### src/rtl/regfile_write_arbiter.sv
// Register-file write-port arbiter: writeback has priority, aux gets a forced slot when starved.
// Optional post-reset clear walk over all registers is enabled by defining REGFILE_CLEAR_EN.
module regfile_write_arbiter #(
    parameter int DATA_W     = 32,
    parameter int ADDR_W     = 5,
    parameter int NUM_REGS   = 32,
    parameter int STARVE_MAX = 4
) (
    input  logic              clk,
    input  logic              rst,
    input  logic              wb_we,
    input  logic [ADDR_W-1:0] wb_rd,
    input  logic [DATA_W-1:0] wb_data,
    input  logic              aux_valid,
    input  logic [ADDR_W-1:0] aux_rd,
    input  logic [DATA_W-1:0] aux_data,
    output logic              aux_ready,
    output logic              wb_stall,
    output logic              rf_we,
    output logic [ADDR_W-1:0] rf_addr,
    output logic [DATA_W-1:0] rf_wdata,
    output logic              clear_busy
);

    localparam logic [3:0] STARVE_LAST = 4'(STARVE_MAX - 1);
    localparam logic [3:0] STARVE_SAT  = 4'(STARVE_MAX);

    // Out-of-range configurations show up as a named block in the elaborated hierarchy.
    if (NUM_REGS < 1 || NUM_REGS > (1 << ADDR_W) || STARVE_MAX < 1 || STARVE_MAX > 15) begin : g_bad_config
    end

    logic [3:0] starve_cnt_reg, starve_cnt_next;
    logic       force_aux_reg, force_aux_next;
    logic       wb_stall_reg, wb_stall_next;
    logic       clear_busy_reg, clear_busy_next;

    logic              in_clear;
    logic              clear_done;
    logic [ADDR_W-1:0] clear_addr;

    logic wb_req, grant_wb, grant_aux, aux_denied;

`ifdef REGFILE_CLEAR_EN
    localparam logic [ADDR_W-1:0] CLR_LAST = ADDR_W'(NUM_REGS - 1);
    localparam logic              HOLD_AT_RESET = 1'b1;

    typedef enum logic {
        ST_CLEAR,
        ST_RUN
    } state_t;

    state_t            state_reg, state_next;
    logic [ADDR_W-1:0] clr_idx_reg, clr_idx_next;

    always_ff @(posedge clk) begin
        if (!rst) begin
            state_reg   <= ST_CLEAR;
            clr_idx_reg <= '0;
        end else begin
            state_reg   <= state_next;
            clr_idx_reg <= clr_idx_next;
        end
    end

    always_comb begin
        state_next   = state_reg;
        clr_idx_next = clr_idx_reg;
        clear_done   = 1'b0;
        if (state_reg == ST_CLEAR) begin
            clr_idx_next = clr_idx_reg + 1'b1;
            if (clr_idx_reg == CLR_LAST) begin
                state_next   = ST_RUN;
                clr_idx_next = '0;
                clear_done   = 1'b1;
            end
        end
    end

    assign in_clear   = (state_reg == ST_CLEAR);
    assign clear_addr = clr_idx_reg;
`else
    localparam logic HOLD_AT_RESET = 1'b0;

    assign in_clear   = 1'b0;
    assign clear_done = 1'b0;
    assign clear_addr = '0;
`endif

    always_comb begin
        wb_req    = wb_we & (wb_rd != '0) & ~wb_stall_reg;
        grant_wb  = 1'b0;
        grant_aux = 1'b0;
        if (force_aux_reg && aux_valid) begin
            grant_aux = 1'b1;
        end else if (wb_req) begin
            grant_wb = 1'b1;
        end else if (aux_valid) begin
            grant_aux = 1'b1;
        end
    end

    // Write-port mux; aux writes to x0 complete the handshake but never assert WE3.
    always_comb begin
        rf_we     = 1'b0;
        rf_addr   = '0;
        rf_wdata  = '0;
        aux_ready = 1'b0;
        if (rst) begin
            if (in_clear) begin
                rf_we   = 1'b1;
                rf_addr = clear_addr;
            end else if (grant_wb) begin
                rf_we    = 1'b1;
                rf_addr  = wb_rd;
                rf_wdata = wb_data;
            end else if (grant_aux) begin
                aux_ready = 1'b1;
                rf_we     = (aux_rd != '0);
                rf_addr   = aux_rd;
                rf_wdata  = aux_data;
            end
        end
    end

    always_comb begin
        starve_cnt_next = starve_cnt_reg;
        force_aux_next  = 1'b0;
        wb_stall_next   = 1'b0;
        clear_busy_next = 1'b0;
        aux_denied      = aux_valid & ~aux_ready;
        if (in_clear) begin
            starve_cnt_next = '0;
            wb_stall_next   = ~clear_done;
            clear_busy_next = ~clear_done;
        end else begin
            if (!aux_denied) begin
                starve_cnt_next = '0;
            end else if (starve_cnt_reg < STARVE_SAT) begin
                starve_cnt_next = starve_cnt_reg + 4'd1;
            end
            // The forced slot is a single stall cycle; it cannot re-arm on itself.
            force_aux_next = aux_denied & (starve_cnt_reg >= STARVE_LAST);
            wb_stall_next  = force_aux_next;
        end
    end

    always_ff @(posedge clk) begin
        if (!rst) begin
            starve_cnt_reg <= '0;
            force_aux_reg  <= 1'b0;
            wb_stall_reg   <= HOLD_AT_RESET;
            clear_busy_reg <= HOLD_AT_RESET;
        end else begin
            starve_cnt_reg <= starve_cnt_next;
            force_aux_reg  <= force_aux_next;
            wb_stall_reg   <= wb_stall_next;
            clear_busy_reg <= clear_busy_next;
        end
    end

    assign wb_stall   = wb_stall_reg;
    assign clear_busy = clear_busy_reg;

endmodule
### config.mk
export PLATFORM = sky130hd
export DESIGN_NAME = regfile_write_arbiter
export DESIGN_NICKNAME = d
export VERILOG_FILES = /design/src/rtl/regfile_write_arbiter.sv
export SDC_FILE = /design/constraint.sdc
export NUM_CORES = 1
export LEC_CHECK = 0
export CORE_AREA = 4 4 65 67
export CTS_BUF_LIST = sky130_fd_sc_hd__clkbuf_4
export DETAILED_ROUTE_END_ITERATION = 12
export DIE_AREA = 0 0 69 71
export GPL_TIMING_DRIVEN = 0
export PLACE_DENSITY = 0.85
export SYNTH_ARGS = -nofsm -noshare
export SYNTH_HDL_FRONTEND = slang
export SYNTH_SLANG_ARGS = --single-unit
### constraint.sdc
create_clock -name clk -period 1.88 [get_ports clk]
set_input_delay 0.188 -clock clk [delete_from_list [all_inputs] [get_ports clk]]
set_output_delay 0.188 -clock clk [all_outputs]
set_load 0.005 [all_outputs]
## Word-level counts from Yosys, hierarchy flattened

Cells that the tools add are included.

- RAM bits: 0
- Memories: 0
- Output and inout bits: 41
- Latch bits: 0
- Input bits: 78
- Word-level logic and storage cells: 32
- Register bits: 5
- Bits in read-only memories: 0

- Shift-type cells: 0
- $add $sub $neg: 1
- Reduce and logical (&&, ||, !) cells: 4
- Mux-type cells: 17
- $mul: 0
- Order comparisons: 2
- Eq/ne operators: 0
- Divide/modulo/power cells: 0
- Bitwise gates (word level): 6

Operators with widths:

| operator | count |
|---|---|
| 32-bit 2-to-1 mux | 3 |
| 5-bit 2-to-1 mux | 3 |
| 1-bit 2-to-1 mux | 11 |
| 5-bit nonzero test | 2 |
| 4-bit by 1-bit adder with 4-bit output, second input constant | 1 |
| 1-bit AND | 4 |
| 4-bit by 2-bit greater-or-equal comparator with 1-bit output, second input constant | 1 |
| 4-bit by 3-bit less-than comparator with 1-bit output, second input constant | 1 |
| 1-bit inverter | 2 |
| 2-bit AND reduction | 1 |
| 1-bit logical AND | 1 |

## Depth between registers and ports, before layout

- Depth after elaboration: 11
- Gate-level depth with buffers: 6
- Gate-level depth less buffers: 3

## Worst setup path after synthesis

No wires, ideal clock.

- Path kind: register -> output
- Start point: reg wb_stall_reg (netlist: wb_stall)
- End point: out rf_wdata[24]
- Data required time: 1.692 ns
- Path slack: 0.497 ns
- Data arrival time: 1.195 ns
- Cell stages (with the launch flop): 6
- Buffers on the path: 2
- Cells stage by stage: dfxtp_1 nand2b_1 a21oi_2 buf_6 buf_8 mux2i_1

- Longest elaborated chain between the ends: 7
- Elaborated cells between the ends (all ways): 10
- Those cells by class: mux (7); bitwise (2); reduce/logical (1)

Ends and longest elaborated chain:

| item | line | text |
|---|---|---|
| start, declared | 34 | `logic wb_stall_reg, wb_stall_next;` |
| start signal, assigned | 156 | `wb_stall_reg <= wb_stall_next;` |
| 1-bit inverter | 90 | `wb_req = wb_we & (wb_rd != '0) & ~wb_stall_reg;` |
| 1-bit AND | 90 |  |
| 1-bit 2-to-1 mux | 95 | `end else if (wb_req) begin` |
| 1-bit 2-to-1 mux | 93 | `if (force_aux_reg && aux_valid) begin` |
| 32-bit 2-to-1 mux | 116 | `end else if (grant_aux) begin` |
| 32-bit 2-to-1 mux (*) | 112 | `end else if (grant_wb) begin` |
| 32-bit 2-to-1 mux (*) | 108 | `if (rst) begin` |
| end, declared | 21 | `output logic [DATA_W-1:0] rf_wdata,` |

Every way passes the cells marked *; elsewhere a longest branch is shown, timed or not.

## Worst setup path in the final report

- Start point: in wb_rd[3]
- End point: out rf_wdata[1]

- Longest elaborated chain between the ends: 8
- Elaborated cells between the ends (all ways): 10
- Those cells by class: mux (7); bitwise (2); reduce/logical (1)

Ends and longest elaborated chain:

| item | line | text |
|---|---|---|
| start, declared | 12 | `input logic [ADDR_W-1:0] wb_rd,` |
| 5-bit nonzero test (*) | 90 |  |
| 1-bit AND (*) (2 in a row) | 90 |  |
| 1-bit 2-to-1 mux | 95 |  |
| 1-bit 2-to-1 mux | 93 |  |
| 32-bit 2-to-1 mux | 116 |  |
| 32-bit 2-to-1 mux (*) | 112 |  |
| 32-bit 2-to-1 mux (*) | 108 |  |

Marked as above.

==> results.py <==
metrics = {
    "min_path": {
        "hold_path_end": "starve_cnt_reg[3]",
        "hold_path_depth": 4,
        "hp-start": "aux_valid",
        "hold_path.class": "input port to flop",
    },
    "sta": {
        "finalSetupViolCount": 0,
        "fin_crit_sh_pct": 97.2,
        "finalHoldViolations": 0,
        "grt_setup_unrepaired": "yes",
        "fin_crit_ns": 1.83,
        "slew_violations": 0,
        "fmax_ghz": 0.547,
        "setup_tns_ns": 0,
        "fin_skew_ns": 0.00189,
        "hold_slack_ns": 0.451,
    },
    "synth": {
        "synth-edff-count": 0,
        "netlist_top_cells_area": "mux2i_1 31%, nand2_1 25%, dfxtp_1 9.5%",
        "synth_area_per_cell_um2": 6.55,
        "yosysTopAreaCellShare_pct": 30.5,
        "synthFlopType": "dfxtp_1",
        "synth_largest_area_cell": "mux2i_1",
        "synth_seq_area_share_pct": 9.55,
        "synth-seq-cells": 5,
        "syn_nets": 239,
        "syn_area_um2": 1050,
        "yosysWarnings": 0,
        "async_flop_share_pct": 0,
        "synthCells": 160,
        "synth_cell_types": 32,
    },
    "route": {
        "wire_per_inst_um": 13.2,
        "drc": 0,
        "drtAntennaViolNets": 0,
        "dr.pass1.iters": 4,
        "viasPerCell": 4.65,
        "drt_iter0_drc": 78,
        "vias": 1590,
        "wirelength_mm": 4.50,
    },
    "critical_path": {
        "crit_path_start": "wb_rd[3]",
        "end_kind": "primary output",
        "critPathRequiredTime_ns": 1.69,
        "rr_startpoint": "wb_stall",
        "ff2ff_path_depth": 4,
        "cp_max_fo": 4,
        "crit_type": "input port to primary output",
        "critPathLaunchType": "input port",
        "arrival_ns": 1.64,
        "r2r-end": "starve_cnt_reg[1]",
        "r2r_slack_ns": 0.75,
    },
    "clock_tree": {
        "htree_levels": 1,
        "clkLatencyLatePin_ns": 0.24,
        "clk_pin_slew_ns": 0.04,
        "clk_path_buf_depth": 2,
        "numCtsBuffers": 3,
        "cts_tree": "yes",
        "clock_sinks": 5,
        "root_buffer": "clkbuf_4",
    },
    "floorplanning": {
        "io_pins": 119,
        "die_h_um": 71,
        "core_area_um2": 3630,
        "design.die.area_um2": 4900,
        "initial_core_util_pct": 28.9,
        "num_rows": 22,
        "die_x_um": 69,
    },
    "final_layout": {
        "layout-drive-gt1-share_pct": 20.4,
        "diodes": 0,
        "largest_reg_flops": 4,
        "fin_nets": 374,
        "fin_cells": 342,
        "areaGrowthSynthToFinish_pct": 132,
    },
    "run": {
        "maxCapViolations": 0,
    },
    "place": {
        "gp_congestion": 0.854,
        "place_hpwl_mm": 3.50,
        "port_buffers": 116,
        "dp_cells": 324,
    },
    "global_routing": {
        "grt_pass1_vias": 1541,
        "grt_pass1_wl_mm": 7.20,
        "grtUsageTotal_pct": 17.3,
        "grt_overflow": 0,
        "grt_max_degree": 11,
        "antenna_found_initial": 0,
    },
    "power": {
        "ir_drop_uv": 519,
        "p_leak_nw": 1.17,
        "p_per_area_nw_per_um2": 287,
    },
    "outcome": {
        "status": "complete, no violations",
    },
}
-- worst max path at each step --
stage,end,depth (start not counted)
finish,rf_wdata[1],8
global route,rf_wdata[1],8
CTS,rf_addr[0],6
detailed placement,rf_wdata[26],6
global placement,rf_addr[4],7
floorplan,rf_wdata[24],5
-- cells in the mapped netlist (2+ instances only) --
cell type and number:
a21oi_1 3, a31oi_1 3, buf_12 2, buf_2 2, clkbuf_1 7, dfxtp_1 5
inv_1 3, mux2i_1 32, nand2_1 69, nand3_1 4, nand3b_1 2, nand4_1 3
nor2_1 4, o21a_1 2, o22ai_1 2
-- timing repair --
| action | CTS | global route |
|---|---|---|
| hold buffers | 0 | 0 |
| gates cloned | 1 | 1 |
| gates resized for setup | 94 | 34 |
| pin swaps | 3 | 1 |
| buffers inserted | 12 | 0 |
| setup endpoints to repair | 39 | 28 |
-- layer usage --
| metal | share of wire (%) | vias up | GRT usage [%] |
|---|---|---|---|
| met4 | 0.067 | 0 | 1.95 |
| met1 | 44 | 701 | 21.3 |
| met2 | 49 | 84 | 31.4 |
| li1 | - | 803 | - |
| met3 | 7.2 | 2 | 4.26 |
| met5 | 0 | - | 0 |
-- worst max-delay path, stage by stage --
cell	delay [ns]
clkdlybuf4s50_1	0.47
inv_2	0.05
a21oi_2	0.14
buf_6	0.12
buf_6	0.12
buf_4	0.12
mux2i_1	0.19
clkdlybuf4s15_1	0.24
-- power by group --
group | total, mW | internal (mW) | switching [mW] | leakage [nW]
Clock | 0.138 | 0.0946 | 0.0432 | 0.0184
Sequential | 0.108 | 0.108 | 0.000753 | 0.0409
Combinational | 0.452 | 0.297 | 0.155 | 1.11
-- layout make-up --
class                      instances  area, um2
buffer                            14        163
clock buffer                       4       30.0
fill                             320       1200
inverter                           3       11.3
multi-input combinational        138        841
sequential                         5        101
tap                               48       60.1
timing repair buffer             130       1220
-- logic make-up after synthesis --
| logic type | count (synthesis) | share of synthesized area [%] |
|---|---|---|
| simple gates | 90 | 37.8 |
| mux | 32 | 30.5 |
| buf+inv | 17 | 11.6 |
| compound gates | 13 | 8.11 |
| flops | 5 | 9.55 |
| fa+ha+maj | 1 | 1.19 |
| other cells | 1 | 0.358 |
| xor+xnor | 1 | 0.835 |
-- per-stage QoR --
stage                     total power [mW]  cell area, um2  util, %  setup WS (ns)
after floorplan                      0.265            1050        -          0.497
after global placement               0.551            2270     62.5         -0.527
after detailed placement             0.555            2270     62.5         -0.572
after CTS                            0.698            2430     66.8        0.00522
after global routing                 0.751            2430     66.9        -0.0275
final                                0.698            2430     66.9         0.0530
-- layout by cell type (no fill, tap or decap), types with 3 or more instances in the layout --
cell type	Yosys	layout
a21oi_1	3	3
dlygate4sd2_1	0	13
nand2_1	69	69
clkbuf_2	0	13
clkbuf_8	0	3
nand3_1	4	4
buf_2	2	6
clkdlybuf4s15_2	0	3
nor2_1	4	4
dfxtp_1	5	4
buf_6	1	5
clkdlybuf4s15_1	0	10
clkdlybuf4s50_1	0	71
buf_4	1	11
mux2i_1	32	32
clkbuf_4	0	6
nand4_1	3	3
Note: power is estimated with default switching activity, not from simulation.
